--- src/rtl/ssd_scan_driver.sv ---
// Multiplexed seven-segment scan driver with a one-deep pending buffer.
// Display data changes only at frame boundaries. Every output is registered.
module ssd_scan_driver #(
    parameter int unsigned NUM_DIGITS     = 2,
    parameter int unsigned REFRESH_DIV    = 12000,
    parameter int unsigned BLANK_CYCLES   = 0,
    parameter bit          SEG_ACTIVE_LOW = 1'b0
) (
    input  logic                    clk_i,
    input  logic                    reset_ni,
    input  logic                    valid_i,
    output logic                    ready_o,
    input  logic [4*NUM_DIGITS-1:0] data_i,
    input  logic [NUM_DIGITS-1:0]   dp_i,
    input  logic                    lzb_i,
    output logic [6:0]              seg_o,
    output logic                    dp_o,
    output logic [NUM_DIGITS-1:0]   dig_o,
    output logic                    frame_o
);

    localparam int unsigned IdxW   = (NUM_DIGITS > 1) ? $clog2(NUM_DIGITS) : 1;
    localparam int unsigned CntMax = (REFRESH_DIV > BLANK_CYCLES) ? REFRESH_DIV : BLANK_CYCLES;
    localparam int unsigned CntW   = (CntMax > 1) ? $clog2(CntMax) : 1;
    localparam int unsigned DataW  = 4 * NUM_DIGITS;
    localparam logic [6:0]  SegOff = SEG_ACTIVE_LOW ? 7'h7F : 7'h00;
    localparam logic        DpOff  = SEG_ACTIVE_LOW;

    typedef enum logic {StShow, StBlank} state_e;

    state_e                state_q, state_d;
    logic [CntW-1:0]       cnt_q, cnt_d;
    logic [IdxW-1:0]       idx_q, idx_d;
    logic                  advance, wrap, accept;

    logic [DataW-1:0]      disp_data_q, disp_data_d;
    logic [NUM_DIGITS-1:0] disp_dp_q, disp_dp_d;
    logic                  disp_lzb_q, disp_lzb_d;
    logic [DataW-1:0]      pend_data_q, pend_data_d;
    logic [NUM_DIGITS-1:0] pend_dp_q, pend_dp_d;
    logic                  pend_lzb_q, pend_lzb_d;
    logic                  pend_full_q, pend_full_d;

    logic                  ready_q;
    logic [6:0]            seg_q, seg_d;
    logic                  dp_q, dp_d;
    logic [NUM_DIGITS-1:0] dig_q, dig_d;
    logic                  frame_q, frame_d;

    logic [NUM_DIGITS-1:0] lead_zero;
    logic                  above_zero;
    logic [3:0]            nibble;
    logic                  blanked;

    function automatic logic [6:0] hex_decode(input logic [3:0] nib);
        logic [6:0] seg;
        unique case (nib)
            4'h0: seg = 7'h3F;
            4'h1: seg = 7'h06;
            4'h2: seg = 7'h5B;
            4'h3: seg = 7'h4F;
            4'h4: seg = 7'h66;
            4'h5: seg = 7'h6D;
            4'h6: seg = 7'h7D;
            4'h7: seg = 7'h07;
            4'h8: seg = 7'h7F;
            4'h9: seg = 7'h6F;
            4'hA: seg = 7'h77;
            4'hB: seg = 7'h7C;
            4'hC: seg = 7'h39;
            4'hD: seg = 7'h5E;
            4'hE: seg = 7'h79;
            default: seg = 7'h71;
        endcase
        return seg;
    endfunction

    assign accept = valid_i && ready_q;

    // Scan sequencing: SHOW for REFRESH_DIV cycles, then optional BLANK, then next digit.
    always_comb begin
        state_d = state_q;
        cnt_d   = cnt_q + 1'b1;
        idx_d   = idx_q;
        advance = 1'b0;
        unique case (state_q)
            StShow: begin
                if (cnt_q == CntW'(REFRESH_DIV - 1)) begin
                    cnt_d = '0;
                    if (BLANK_CYCLES > 0) begin
                        state_d = StBlank;
                    end else begin
                        advance = 1'b1;
                    end
                end
            end
            StBlank: begin
                if (cnt_q == CntW'(BLANK_CYCLES - 1)) begin
                    cnt_d   = '0;
                    state_d = StShow;
                    advance = 1'b1;
                end
            end
            default: begin
                state_d = StShow;
                cnt_d   = '0;
            end
        endcase
        if (advance) begin
            idx_d = (idx_q == IdxW'(NUM_DIGITS - 1)) ? '0 : idx_q + 1'b1;
        end
        wrap = advance && (idx_d == '0);
    end

    // Pending buffer and frame-synchronous display update.
    always_comb begin
        pend_data_d = pend_data_q;
        pend_dp_d   = pend_dp_q;
        pend_lzb_d  = pend_lzb_q;
        pend_full_d = pend_full_q;
        disp_data_d = disp_data_q;
        disp_dp_d   = disp_dp_q;
        disp_lzb_d  = disp_lzb_q;
        if (wrap) begin
            if (pend_full_q) begin
                disp_data_d = pend_data_q;
                disp_dp_d   = pend_dp_q;
                disp_lzb_d  = pend_lzb_q;
            end
            pend_full_d = 1'b0;
        end
        // Only possible while pending is empty, so it never collides with the copy above.
        if (accept) begin
            pend_data_d = data_i;
            pend_dp_d   = dp_i;
            pend_lzb_d  = lzb_i;
            pend_full_d = 1'b1;
        end
    end

    // Outputs are computed from next-state values so they line up with the registered state.
    always_comb begin
        above_zero = 1'b1;
        lead_zero  = '0;
        for (int i = NUM_DIGITS - 1; i >= 0; i--) begin
            above_zero   = above_zero && (disp_data_d[4*i +: 4] == 4'h0);
            lead_zero[i] = above_zero;
        end
        nibble  = disp_data_d[4*idx_d +: 4];
        blanked = disp_lzb_d && lead_zero[idx_d] && (idx_d != '0);

        dig_d   = '0;
        seg_d   = SegOff;
        dp_d    = DpOff;
        frame_d = wrap;
        if (state_d == StShow) begin
            dig_d[idx_d] = 1'b1;
            seg_d        = (blanked ? 7'h00 : hex_decode(nibble)) ^ {7{SEG_ACTIVE_LOW}};
            dp_d         = disp_dp_d[idx_d] ^ SEG_ACTIVE_LOW;
        end
    end

    always_ff @(posedge clk_i or negedge reset_ni) begin
        if (!reset_ni) begin
            state_q     <= StShow;
            cnt_q       <= '0;
            idx_q       <= '0;
            disp_data_q <= '0;
            disp_dp_q   <= '0;
            disp_lzb_q  <= 1'b0;
            pend_data_q <= '0;
            pend_dp_q   <= '0;
            pend_lzb_q  <= 1'b0;
            pend_full_q <= 1'b0;
        end else begin
            state_q     <= state_d;
            cnt_q       <= cnt_d;
            idx_q       <= idx_d;
            disp_data_q <= disp_data_d;
            disp_dp_q   <= disp_dp_d;
            disp_lzb_q  <= disp_lzb_d;
            pend_data_q <= pend_data_d;
            pend_dp_q   <= pend_dp_d;
            pend_lzb_q  <= pend_lzb_d;
            pend_full_q <= pend_full_d;
        end
    end

    always_ff @(posedge clk_i or negedge reset_ni) begin
        if (!reset_ni) begin
            ready_q <= 1'b0;
            seg_q   <= SegOff;
            dp_q    <= DpOff;
            dig_q   <= '0;
            frame_q <= 1'b0;
        end else begin
            ready_q <= !pend_full_d;
            seg_q   <= seg_d;
            dp_q    <= dp_d;
            dig_q   <= dig_d;
            frame_q <= frame_d;
        end
    end

    assign ready_o = ready_q;
    assign seg_o   = seg_q;
    assign dp_o    = dp_q;
    assign dig_o   = dig_q;
    assign frame_o = frame_q;

endmodule

--- config.mk ---
export PLATFORM = sky130hd
export DESIGN_NAME = ssd_scan_driver
export DESIGN_NICKNAME = d
export VERILOG_FILES = /design/src/rtl/ssd_scan_driver.sv
export SDC_FILE = /design/constraint.sdc
export NUM_CORES = 1
export LEC_CHECK = 0
export ABC_CLOCK_PERIOD_IN_PS = 9210
export CELL_PAD_IN_SITES_DETAIL_PLACEMENT = 0
export CELL_PAD_IN_SITES_GLOBAL_PLACEMENT = 2
export CORE_UTILIZATION = 30
export CTS_BUF_LIST = sky130_fd_sc_hd__clkbuf_8
export CTS_CLUSTER_DIAMETER = 30
export DETAILED_ROUTE_END_ITERATION = 8
export DONT_BUFFER_PORTS = 1
export GPL_TIMING_DRIVEN = 0
export PLACE_DENSITY_LB_ADDON = 0.25
export SYNTH_ARGS = -nofsm -noshare
export SYNTH_HDL_FRONTEND = slang
export SYNTH_SLANG_ARGS = --single-unit
--- constraint.sdc ---
create_clock -name clk_i -period 9.21 [get_ports clk_i]
set_input_delay 1.842 -clock clk_i [delete_from_list [all_inputs] [get_ports clk_i]]
set_output_delay 1.842 -clock clk_i [all_outputs]
set_load 0.02 [all_outputs]
Yosys cells after proc, flatten, opt, wreduce, memory -nomap -nowiden

Memories as Yosys holds them, arrays and structs flattened.
Cells that the tools add are included.

Register bits: 51
Bits in read-only memories: 112
Bits of input ports: 14
Output and inout bits: 12
Memories: 1

Memories:

| name            | words | width | rd ports | clocked after Yosys merged registers in | write ports | line | source |
|---|---|---|---|---|---|---|---|
| (no name shown) | 16    | 7     | 1        | 0                                       | 0           | 57   | `unique case (nib)` |

$add $sub $neg: 2
$lt $le $gt $ge: 2
Equal/unequal tests: 2
Shift-type cells: 1
Mux-type cells: 28
Bitwise gates (word level): 2
Reductions and logical operators: 9

Operators with widths:

| cell                                               | number |
|---|---|
| == test 14 bit, second input constant              | 2 |
| 2-to-1 mux 14 bit                                  | 2 |
| one-hot mux 14 bit (2 select lines)                | 1 |
| 2-to-1 mux 1 bit                                   | 16 |
| 2-to-1 mux 8 bit                                   | 2 |
| adder 14 x 1 -> 14 bit, second input constant      | 1 |
| 2-to-1 mux 7 bit                                   | 2 |
| logical NOT 4 bit                                  | 2 |
| variable part select 8 x 4 -> 4 bit                | 1 |
| logical AND 1 bit                                  | 6 |
| 2-to-1 mux 2 bit                                   | 3 |
| < comparator 1 x 2 -> 1 bit, second input constant | 1 |
| NOT 1 bit                                          | 2 |
| one-hot mux 1 bit (2 select lines)                 | 1 |
| adder 1 bit, second input constant                 | 1 |
| demux 1 bit (select 1 bit)                         | 1 |
| >= comparator 1 bit, second input constant         | 1 |
| logical NOT 1 bit                                  | 1 |

Depth between registers and ports, before layout

Word-level depth: 15
Gate-level depth with buffers: 15
Gate-level depth less buffers: 13

Least setup slack after synthesis

No wires, ideal clock.

Path type: register to register
Start: reg cnt_q[5]
End: reg seg_q[0] (netlist: seg_o[0])
Data arrival time: 3370 ps
Data required time: 9099 ps
Setup slack: 5729 ps
Stages on the path, launching flop included: 14
Buffers on the path: 2
Clock period less this slack: 3481 ps
Path through: dfrtp_1 -> or4b_2 -> nor3_1 -> o21a_1 -> buf_2 -> ha_1 -> clkbuf_1 -> and3_1 -> nor2_1 -> mux2i_1 -> inv_1 -> ha_1 -> o21a_1 -> a2111oi_2

Cells in the longest elaborated chain, start to end: 15
Elaborated cells between the ends (all ways): 23
Those cells by class: eq/ne (2); shift (1); mux (12); bitwise (1); reduce/logical (6); memory (1)

Ends and longest elaborated chain:

| what                                                                        | line   | source |
|---|---|---|
| start: declaration                                                          | 32     | `logic [CntW-1:0] cnt_q, cnt_d;` |
| start signal: assignment                                                    | 177    | `cnt_q <= cnt_d;` |
| == test 14 bit (on tied branches)                                           | 98, 88 |  |
| 2-to-1 mux 1 bit (on tied branches)                                         | 98, 88 |  |
| one-hot mux 1 bit (2 select lines) *                                        | 86     | `unique case (state_q)` |
| 2-to-1 mux 1 bit                                                            | 109    | `if (advance) begin` |
| NOT 1 bit                                                                   | 112    | `wrap = advance && (idx_d == '0);` |
| logical AND 1 bit *                                                         | 112    |  |
| via frame_d                                                                 | 48     | `logic frame_q, frame_d;` |
| parallel branches: the longest is 7 deep, another holds memory (16 x 7 bit) | --     |  |
| 2-to-1 mux 7 bit *                                                          | 158    | `seg_d = (blanked ? 7'h00 : hex_decode(nibble)) ^ {7{SEG_ACTIVE_LOW}};` |
| 2-to-1 mux 7 bit *                                                          | 156    | `if (state_d == StShow) begin` |
| via seg_d[0]                                                                | 45     | `logic [6:0] seg_q, seg_d;` |
| end signal: assignment                                                      | 192    | `seg_q <= SegOff;` |
| end signal: assignment                                                      | 198    | `seg_q <= seg_d;` |
| end: declaration                                                            | 45     |  |

Mark *: on every way through the listed nets, which the timed path passes. The select of a mux whose other input is x is not followed.
A chain may end at the register's enable or synchronous reset.

Final worst setup path

Ends and elaborated chain as after synthesis.

==> flow_metrics.env <==
export IMPL_status="finished clean"
export IMPL_ir_worst_vdd_uv=57.8
export IMPL_synthCells=233
export IMPL_clk_latency_ns=0.30
export IMPL_fill_cells=837
export IMPL_diodes=0
export IMPL_whs_path_depth=1
export IMPL_antenna_found_initial=0
export IMPL_die_h_um=95.3
export IMPL_syn_cell_area_um2=2610
export IMPL_syn_to_final_growth_pct=9.54
export IMPL_netlist_area_leader_share_pct=48.9
export IMPL_ys_async_sr_fraction_pct=100
export IMPL_post_route_util_pct=34.4
export IMPL_yosys_warnings=0
export IMPL_min_to="cnt_q[0]$_DFF_PN0_"
export IMPL_place_congestion=0.733
export IMPL_end_kind="flip-flop"
export IMPL_setup_viol_count_final=0
export IMPL_initialDrtViolationCount=51
export IMPL_grt_pass1_vias=1789
export IMPL_period_share_pct=45.2
export IMPL_place_area_um2=2740
export IMPL_synthTopCellsByArea="dfrtp_1 (49%), mux2_2 (6.5%), ha_1 (3.8%)"
export IMPL_grt_max_degree=52
export IMPL_place_hpwl_um=3900
export IMPL_wire_per_inst_um=15.7
export IMPL_final_instance_count_excl_fill=346
export IMPL_postLayoutCellArea_um2=2860
export IMPL_finalCriticalPeriod_ns=4.17
export IMPL_drcViolationCount=0
export IMPL_coreArea_um2=8300
export IMPL_ctsHoldBuffers=0
export IMPL_max_cap_violations=0
export IMPL_syn_area_per_cell_um2=11.2
export IMPL_overflow=0
export IMPL_start_util_pct=31.4
export IMPL_crit_path_max_fanout=10
export IMPL_netlist_cell_type_count=48
export IMPL_post_cts_resized=0
export IMPL_cts_tree="built"
export IMPL_p_leak_nw=1.29
export IMPL_hold_viol=0
export IMPL_ff2ff_setup_slack_ns=5.04
export IMPL_placementRows=33
export IMPL_clock_tree_root_cell="clkbuf_8"
export IMPL_grt_pass1_wl_um=9310
export IMPL_maxSlewViolCount=0
export IMPL_htreeDepth=2
export IMPL_io_pins=26
export IMPL_r2r_start="cnt_q[5]$_DFF_PN0_"
export IMPL_synth_edf_count=0
export IMPL_dpl_cell_count=338
export IMPL_mostFrequentLayoutCells="dfrtp_1 (51), nor2_1 (19), inv_1 (17), nand2_1 (17), mux2_2 (15)"
export IMPL_fin_skew_ns=0.00688
export IMPL_postRouteAntennaNets=0
export IMPL_wl_um=5450
export IMPL_cts_max_path_buffers=2
export IMPL_holdCritStartpoint="cnt_q[0]$_DFF_PN0_"
export IMPL_synth_seq_cells=51
export IMPL_die_w_um=95.3
export IMPL_dr_pass1_iters=4
export IMPL_cts_buffers=5
export IMPL_grtUsageTotal_pct=13.6
export IMPL_dieArea_um2=9070
export IMPL_ys_flop_type="dfrtp_1"
export IMPL_drive_gt1_share_pct=17.0
export IMPL_max_freq_mhz=240
export IMPL_final_common_cell="dfrtp_1"
export IMPL_io_buffers=0
export IMPL_critPathKind="reg -> reg"
export IMPL_cts_setup_buffers=0
export IMPL_crit_required_ns=9.40
export IMPL_relSlewSlack_pct=63.3
export IMPL_synth_nets=255
export IMPL_ys_seq_area_share_pct=48.9
export IMPL_vias=1710
export IMPL_crit_arrival_ns=4.36
export IMPL_tns_ns=0
export IMPL_vias_per_cell=4.94
export IMPL_ff2ff_path_depth=13
export IMPL_hold_class="reg -> reg"
export IMPL_layout_nets=262
export IMPL_synth_largest_area_cell="dfrtp_1"
export IMPL_reg2reg_to="seg_o[0]$_DFF_PN0_"
export IMPL_cts_sinks=51
export IMPL_power_density_nw_per_um2=135
export IMPL_worstSetupStartpointType="flip-flop"
export IMPL_rsz0062_at_grt="no"
export IMPL_path_clk_slew_ns=0.10
export IMPL_tightest_slew_ns=0.545
==> per-layer routing <==
layer	global-route usage [%]	part of all wire, %
met4	4.17	1.0
met3	2.87	3.5
met2	20.6	45
met5	0	0
met1	19.4	51
==> worst max path at each step <==
stage	startpoint	end	slack, ns	cells after the start
floorplan	cnt_q[5]$_DFF_PN0_	seg_o[0]$_DFF_PN0_	5.73	13
global placement	cnt_q[5]$_DFF_PN0_	seg_o[0]$_DFF_PN0_	5.00	13
detailed placement	cnt_q[5]$_DFF_PN0_	seg_o[0]$_DFF_PN0_	5.05	13
CTS	cnt_q[5]$_DFF_PN0_	seg_o[0]$_DFF_PN0_	4.99	13
global route	cnt_q[5]$_DFF_PN0_	seg_o[0]$_DFF_PN0_	4.68	13
finish	cnt_q[5]$_DFF_PN0_	seg_o[0]$_DFF_PN0_	5.04	13
==> layout make-up <==
cell class / count / area (um2) / area share [%]
plain buffers: 8 / 43.8 / 1.53
clock buffers: 6 / 82.6 / 2.89
clock inverters: 2 / 35.0 / 1.23
inverters: 17 / 63.8 / 2.23
multi-input cells: 157 / 1220 / 42.9
flip-flops and latches: 51 / 1280 / 44.7
well taps: 105 / 131 / 4.60
==> state kept, by name, summed over array words and instances, names as in the netlist <==
register and count:
cnt_q 14, dig_o 2, disp_data_q 8, disp_dp_q 2
disp_lzb_q 1, dp_o 1, frame_o 1, idx_q 1
pend_data_q 8, pend_dp_q 2, pend_full_q 1, pend_lzb_q 1
ready_o 1, seg_o 7, state_q 1
==> per-stage QoR <==
step	power [mW]	setup slack [ns]	hold slack [ns]
2_1_floorplan	0.228	5.73	0.448
3_3_place_gp	0.228	5.00	0.480
3_5_place_dp	0.228	5.05	0.486
4_1_cts	0.393	4.99	0.498
5_1_grt	0.400	4.68	0.540
6_report	0.386	5.04	0.494
==> Yosys cell counts, types with 6 or more instances <==
library cell	n
nor2b_1	6
inv_1	17
ha_1	8
xor2_1	7
nand3_1	6
mux2_2	15
nor2_1	19
mux2i_1	10
dfrtp_1	51
nand2_1	17
==> where the power goes <==
part | internal [mW] | switching (mW) | total, mW
Sequential | 0.224 | 0 | 0.224
Clock | 0.0880 | 0.0739 | 0.162
Combinational | 0.0000524 | 0 | 0.0000530
Total | 0.312 | 0.0739 | 0.386
==> worst max-delay path, stage by stage (launching register included) <==
cell and delay, ns:
dfrtp_1 0.44, or4b_2 0.67, nor3_1 0.23, o21a_1 0.16, buf_2 0.24, ha_1 0.35
clkbuf_1 0.35, and3_1 0.27, nor2_1 0.08, mux2i_1 0.36, inv_1 0.14, ha_1 0.25
o21a_1 0.22, a2111oi_2 0.30
==> cells by family after synthesis <==
kind of cell,Yosys count,synth area share [%]
flip-flops,51,48.9
adder cells (fa/ha/maj),8,3.84
buffers and inverters,25,4.12
XOR/XNOR,11,3.69
multiplexers,29,13.8
AO/OA/AOI/OAI,30,9.59
AND/OR/NAND/NOR,79,16.1
Power figures use the tool's default switching activity.
==> edit 1, RTL diff (config.mk and constraints unchanged) <==
`disp_data_q` and `pend_data_q` no longer have a reset.
--- a/src/rtl/ssd_scan_driver.sv
+++ b/src/rtl/ssd_scan_driver.sv
@@ -165,10 +165,8 @@
             state_q     <= StShow;
             cnt_q       <= '0;
             idx_q       <= '0;
-            disp_data_q <= '0;
             disp_dp_q   <= '0;
             disp_lzb_q  <= 1'b0;
-            pend_data_q <= '0;
             pend_dp_q   <= '0;
             pend_lzb_q  <= 1'b0;
             pend_full_q <= 1'b0;
@@ -176,14 +174,17 @@
             state_q     <= state_d;
             cnt_q       <= cnt_d;
             idx_q       <= idx_d;
-            disp_data_q <= disp_data_d;
             disp_dp_q   <= disp_dp_d;
             disp_lzb_q  <= disp_lzb_d;
-            pend_data_q <= pend_data_d;
             pend_dp_q   <= pend_dp_d;
             pend_lzb_q  <= pend_lzb_d;
             pend_full_q <= pend_full_d;
         end
+    end
+
+    always_ff @(posedge clk_i) begin
+        disp_data_q <= disp_data_d;
+        pend_data_q <= pend_data_d;
     end
 
     always_ff @(posedge clk_i or negedge reset_ni) begin
Formal check against the unedited RTL: no difference found for any inputs over 10 cycles, from zero or initial values and one cycle with reset_ni low; that may be too few to reach the edited logic, so the function may still have changed.
==> edit 1 against the original RTL <==
  * Sequential cell count unchanged
  * Fmax is 1.5% lower
  * Synthesized area is 3.5% lower
  * Die area is 3.4% lower
  * Cell area shrank 4.1%
  * Wire length down 8.0%
  * Clock skew down 0.0024 ns
  * Worst setup slack lost 0.063 ns
  * Non-clock buffer count shrank 1
Power is not compared: it rests on default switching activity, and its combinational part moved more than twofold at a synthesized area within 25%.
==> edit 1: results (changes against the original RTL) <==
status=completed (unchanged); sequential element share of the synthesized area=50.7% (was 48.9%); Compound-Gate Fraction of Synth Area=9.94% (was 9.59%); Synth Net Count=247 (was 255); routability congestion estimate=0.731 (was 0.733); initial drt markers=54 (was 51); Worst Hold Endpoint=cnt_q[0] (unchanged); Synth cell types=49 (was 48); min-delay src=cnt_q[0] (unchanged); clock root cell=clkbuf_8 (unchanged); Mean Syn Cell Area=11.2 um^2 (about the same); layout cells sized above 1=14.2% (was 17.0%); first-pass GRT wire length=8360 um (was 9310 um); pre-CTS WS=4.98 ns (was 5.05 ns); Synth async-reset ratio=68.6% (was 100%); area delta synth->final=8.84% (was 9.54%); Synth Area in Adders=3.97% (was 3.84%); largest net degree at the start of global routing=36 (was 52); number of flops mapped to enable cells by yosys=8 (was 0); routed vias=1633 (was 1710); hold depth=1 (unchanged); Worst VDD drop=0.0594 mV; top cells by area, synth=dfrtp_1 35%, edfxtp_1 9.5%, dfxtp_1 6.4%, ha_1 4.0%, mux2i_1 4.0% (was dfrtp_1 49%, mux2_2 6.5%, ha_1 3.8%, mux2i_1 3.8%, mux4_2 3.5%); Layout Skew=0.00445 ns (was 0.00688 ns); router iterations before antenna repair=4 (unchanged); Commonest cells post-synth=35 x dfrtp_1, 19 x nor2_1, 18 x inv_1, 17 x nand2_1, 10 x mux2i_1 (was 51 x dfrtp_1, 19 x nor2_1, 17 x inv_1, 17 x nand2_1, 15 x mux2_2); CP max FO=10 (unchanged); clock slew at reported path FFs=0.10 ns (about the same); post-synthesis xor/xnor area fraction=3.83% (was 3.69%); routed wire length=5010 um (was 5450 um); worst r2r path cells=13 (unchanged); dpl cells=330 (was 338); Slew headroom=62.9% (was 63.3%); FF-to-FF End=seg_o[0] (unchanged); Design Power=362 uW; Post-DP HPWL=3760 um (was 3900 um); H-tree levels=2 (unchanged); All-Layer GR Usage=12.7% (was 13.6%); proportion of synthesized area in mux cells=10.7% (was 13.8%); Ys Warns=0 (unchanged); diode count=0 (unchanged); registers with the most flip-flops=cnt_q (14), disp_data_q (8), pend_data_q (8) (unchanged); Wirelength per Cell=14.8 um (was 15.7 um); HP Class=reg2reg (unchanged); Slowest-stage cell, CP=or4b_2 (unchanged)
[edit 1: cell types whose count changed in the layout (fill, tap and decap cells not counted), sizes merged]
cell      change
dfrtp        -16
dfxtp         +8
edfxtp        +8
mux2          -8
inv           +3
clkbuf        -2
bufinv        -1
clkinv        -1
clkinvlp      +1
[edit 1: per-stage QoR]
step,utilization [%],hold slack [ns],area (um^2)
after CTS,33.5,0.497,2740
after floorplan,-,0.448,2520
after global placement,32.4,0.476,2650
after detailed placement,32.4,0.483,2650
final,33.5,0.494,2740
after global routing,33.5,0.529,2740
[edit 1: routing by layer]
| metal | wire (um) | share of wire, % | up-vias | GRT usage (%) |
|---|---|---|---|---|
| li1 | - | - | 813 | - |
| met1 | 2690 | 54 | 779 | 18.2 |
| met2 | 2070 | 41 | 37 | 18.7 |
| met3 | 192 | 3.8 | 4 | 3.01 |
| met4 | 53 | 1.1 | 0 | 3.85 |
| met5 | 0 | 0 | - | 0 |
[edit 1: worst max-delay path by stage]
stage	start	to	slack (ns)	cells past startpoint
after CTS	cnt_q[5]	seg_o[0]	4.95	13
after global placement	cnt_q[5]	seg_o[0]	4.90	13
after detailed placement	cnt_q[5]	seg_o[0]	4.98	13
after floorplan	cnt_q[5]	seg_o[0]	5.73	13
final	cnt_q[5]	seg_o[0]	4.98	13
after global routing	cnt_q[5]	seg_o[3]	4.58	13
[edit 1: cells by family after synthesis]
kind of cell,count (synthesis)
AO/OA/AOI/OAI,30
XOR/XNOR,11
adder cells (fa/ha/maj),8
buffers and inverters,25
flip-flops,51
multiplexers,21
AND/OR/NAND/NOR,79
[edit 1: final cells by class]
type                    instances  area (um^2)
inverters                      18         67.6
flip-flops and latches         51         1280
multi-input cells             149         1130
well taps                     105          131
clock buffers                   5         68.8
clock inverters                 3         22.5
plain buffers                   7         40.0
fillers                       858         5430
==> edit 2, RTL diff (same settings) <==
Without the edit above. The parameter `NUM_DIGITS` goes from 2 to 4.
--- a/src/rtl/ssd_scan_driver.sv
+++ b/src/rtl/ssd_scan_driver.sv
@@ -1,7 +1,7 @@
 // Multiplexed seven-segment scan driver with a one-deep pending buffer.
 // Display data changes only at frame boundaries. Every output is registered.
 module ssd_scan_driver #(
-    parameter int unsigned NUM_DIGITS     = 2,
+    parameter int unsigned NUM_DIGITS     = 4,
     parameter int unsigned REFRESH_DIV    = 12000,
     parameter int unsigned BLANK_CYCLES   = 0,
     parameter bit          SEG_ACTIVE_LOW = 1'b0
Ports: changed (resized data_i, dig_o and dp_i); port bits go from 26 to 38. The function was not compared with the original's and may differ.
==> edit 2 against the original RTL <==
  * Fmax fell by 8.1%
  * Sequential cell count rose by 23
  * Cell area rose by 39%
  * Worst setup slack got worse by 0.37 ns
  * Wire length rose by 43%
  * Power rose by 67%
  * Synthesized area rose by 36%
  * Critical endpoint is now seg_o[6]
==> edit 2: results (changes against the original RTL) <==
diode count=0 (unchanged); Filler cells=1151 (was 837); post-CTS setup buffers=0 (unchanged); first-pass GRT wire length=12800 um (was 9310 um); registers with the most flip-flops=disp_data_q (16), pend_data_q (16), cnt_q (14) (was cnt_q (14), disp_data_q (8), pend_data_q (8)); leak pwr=0.00187 uW (was 0.00129 uW); H-tree levels=3 (was 2); Hold Worst Slack=0.485 ns (was 0.494 ns); All-Layer GR Usage=13.9% (was 13.6%); sequential element share of the synthesized area=52.2% (was 48.9%); flop2flop setup slack=4.68 ns (was 5.04 ns); status=completed (unchanged); Post-DP HPWL=5330 um (was 3900 um); min-delay src=disp_dp_q[1] (was cnt_q[0]); r2r startpoint=cnt_q[5] (unchanged); Post-DP Area=0.00373 mm^2 (was 0.00274 mm^2); Worst Hold Endpoint=disp_dp_q[1] (was cnt_q[0]); Synth cell types=50 (was 48); initial drt markers=115 (was 51); layout cells sized above 1=20.3% (was 17.0%); largest net degree at the start of global routing=75 (was 52); clk_lat worst skew=0.37 ns (was 0.30 ns); top_reg_cell synth=dfrtp_1 (unchanged); Synth Net Count=333 (was 255); FF-to-FF End=seg_o[6] (was seg_o[0]); routed wire length=7770 um (was 5450 um); clock slew at reported path FFs=0.08 ns (was 0.10 ns); nets@finish=344 (was 262); Worst VDD drop=0.120 mV (was 0.0578 mV); Vias/cell=4.97 (was 4.94); worst r2r path cells=10 (was 13); Longest Clk Path Bufs=2 (unchanged); routability congestion estimate=0.751 (was 0.733); Layout Skew=0.0107 ns (was 0.00688 ns); Commonest cells post-synth=74 x dfrtp_1, 34 x mux2_2, 29 x nor2_1, 19 x inv_1, 18 x mux2i_1 (was 51 x dfrtp_1, 19 x nor2_1, 17 x inv_1, 17 x nand2_1, 15 x mux2_2); vias in the first global route=2384 (was 1789); CTS Buf Count=9 (was 5); top cell family by delay on the critical path=simple AND/OR/NAND/NOR gates (unchanged); top cells by area, synth=dfrtp_1 52%, mux2_2 11%, mux2i_1 5.1%, nor2_1 3.1%, ha_1 2.8% (was dfrtp_1 49%, mux2_2 6.5%, ha_1 3.8%, mux2i_1 3.8%, mux4_2 3.5%); hold depth=2 (was 1); Sw Share=19.7% (was 19.2%); Final Core Density=34.7% (was 34.4%); CP max FO=7 (was 10); WP data arrival=4.77 ns (was 4.36 ns); Slowest-stage cell, CP=a221oi_2 (was or4b_2); Slew headroom=54.7% (was 63.3%)
## edit 2: cell count changes after synthesis, moves of 3 or more
cell	change
a21bo_2	-3
mux2_2	+19
nor3_1	+5
nor2_1	+10
dfrtp_1	+23
clkbuf_1	-3
mux4_2	-3
nand2_1	-3
buf_2	+4
mux2i_1	+8
a2111oi_0	+3
## edit 2: layout make-up
class                   instances  area share (%)
well taps                     143            4.50
multi-input cells             199            39.8
inverters                      19            1.79
clock buffers                  11            3.81
plain buffers                   9            1.04
flip-flops and latches         74            46.5
clock inverters                 4            2.48
## edit 2: power groups by stage
stage | Combinational [uW] | Sequential (uW) | Clock, uW
finish | 0.101 | 325 | 321
global route | 0.101 | 325 | 343
CTS | 0.101 | 325 | 335
detailed placement | 0.101 | 331 | 0
global placement | 0.101 | 331 | 0
floorplan | 0.101 | 331 | 0
## edit 2: metrics by stage
| stage | instances | total power (uW) | setup WS, ns |
|---|---|---|---|
| floorplan | 301 | 331 | 5.57 |
| detailed placement | 444 | 331 | 4.78 |
| global route | 459 | 668 | 4.38 |
| global placement | 444 | 331 | 4.86 |
| finish | 459 | 646 | 4.68 |
| CTS | 459 | 659 | 4.75 |
## edit 2: routing by layer
layer / wire (um) / GRT usage [%] / part of all wire [%]
met1: 3580 / 17.7 / 46
met2: 3680 / 21.5 / 47
met3: 355 / 4.59 / 4.6
met4: 150 / 5.87 / 1.9
met5: 0 / 0 / 0
## edit 2: kinds of logic after synthesis
kind of cell | Yosys count | share of synthesized area (%)
adders and majority gates | 8 | 2.82
xor gates and xnor gates | 12 | 2.96
AOI/OAI and AO/OA | 34 | 8.81
DFF | 74 | 52.2
buffers and inverters | 28 | 3.17
muxes | 53 | 16.5
and+or+nand+nor | 92 | 13.6
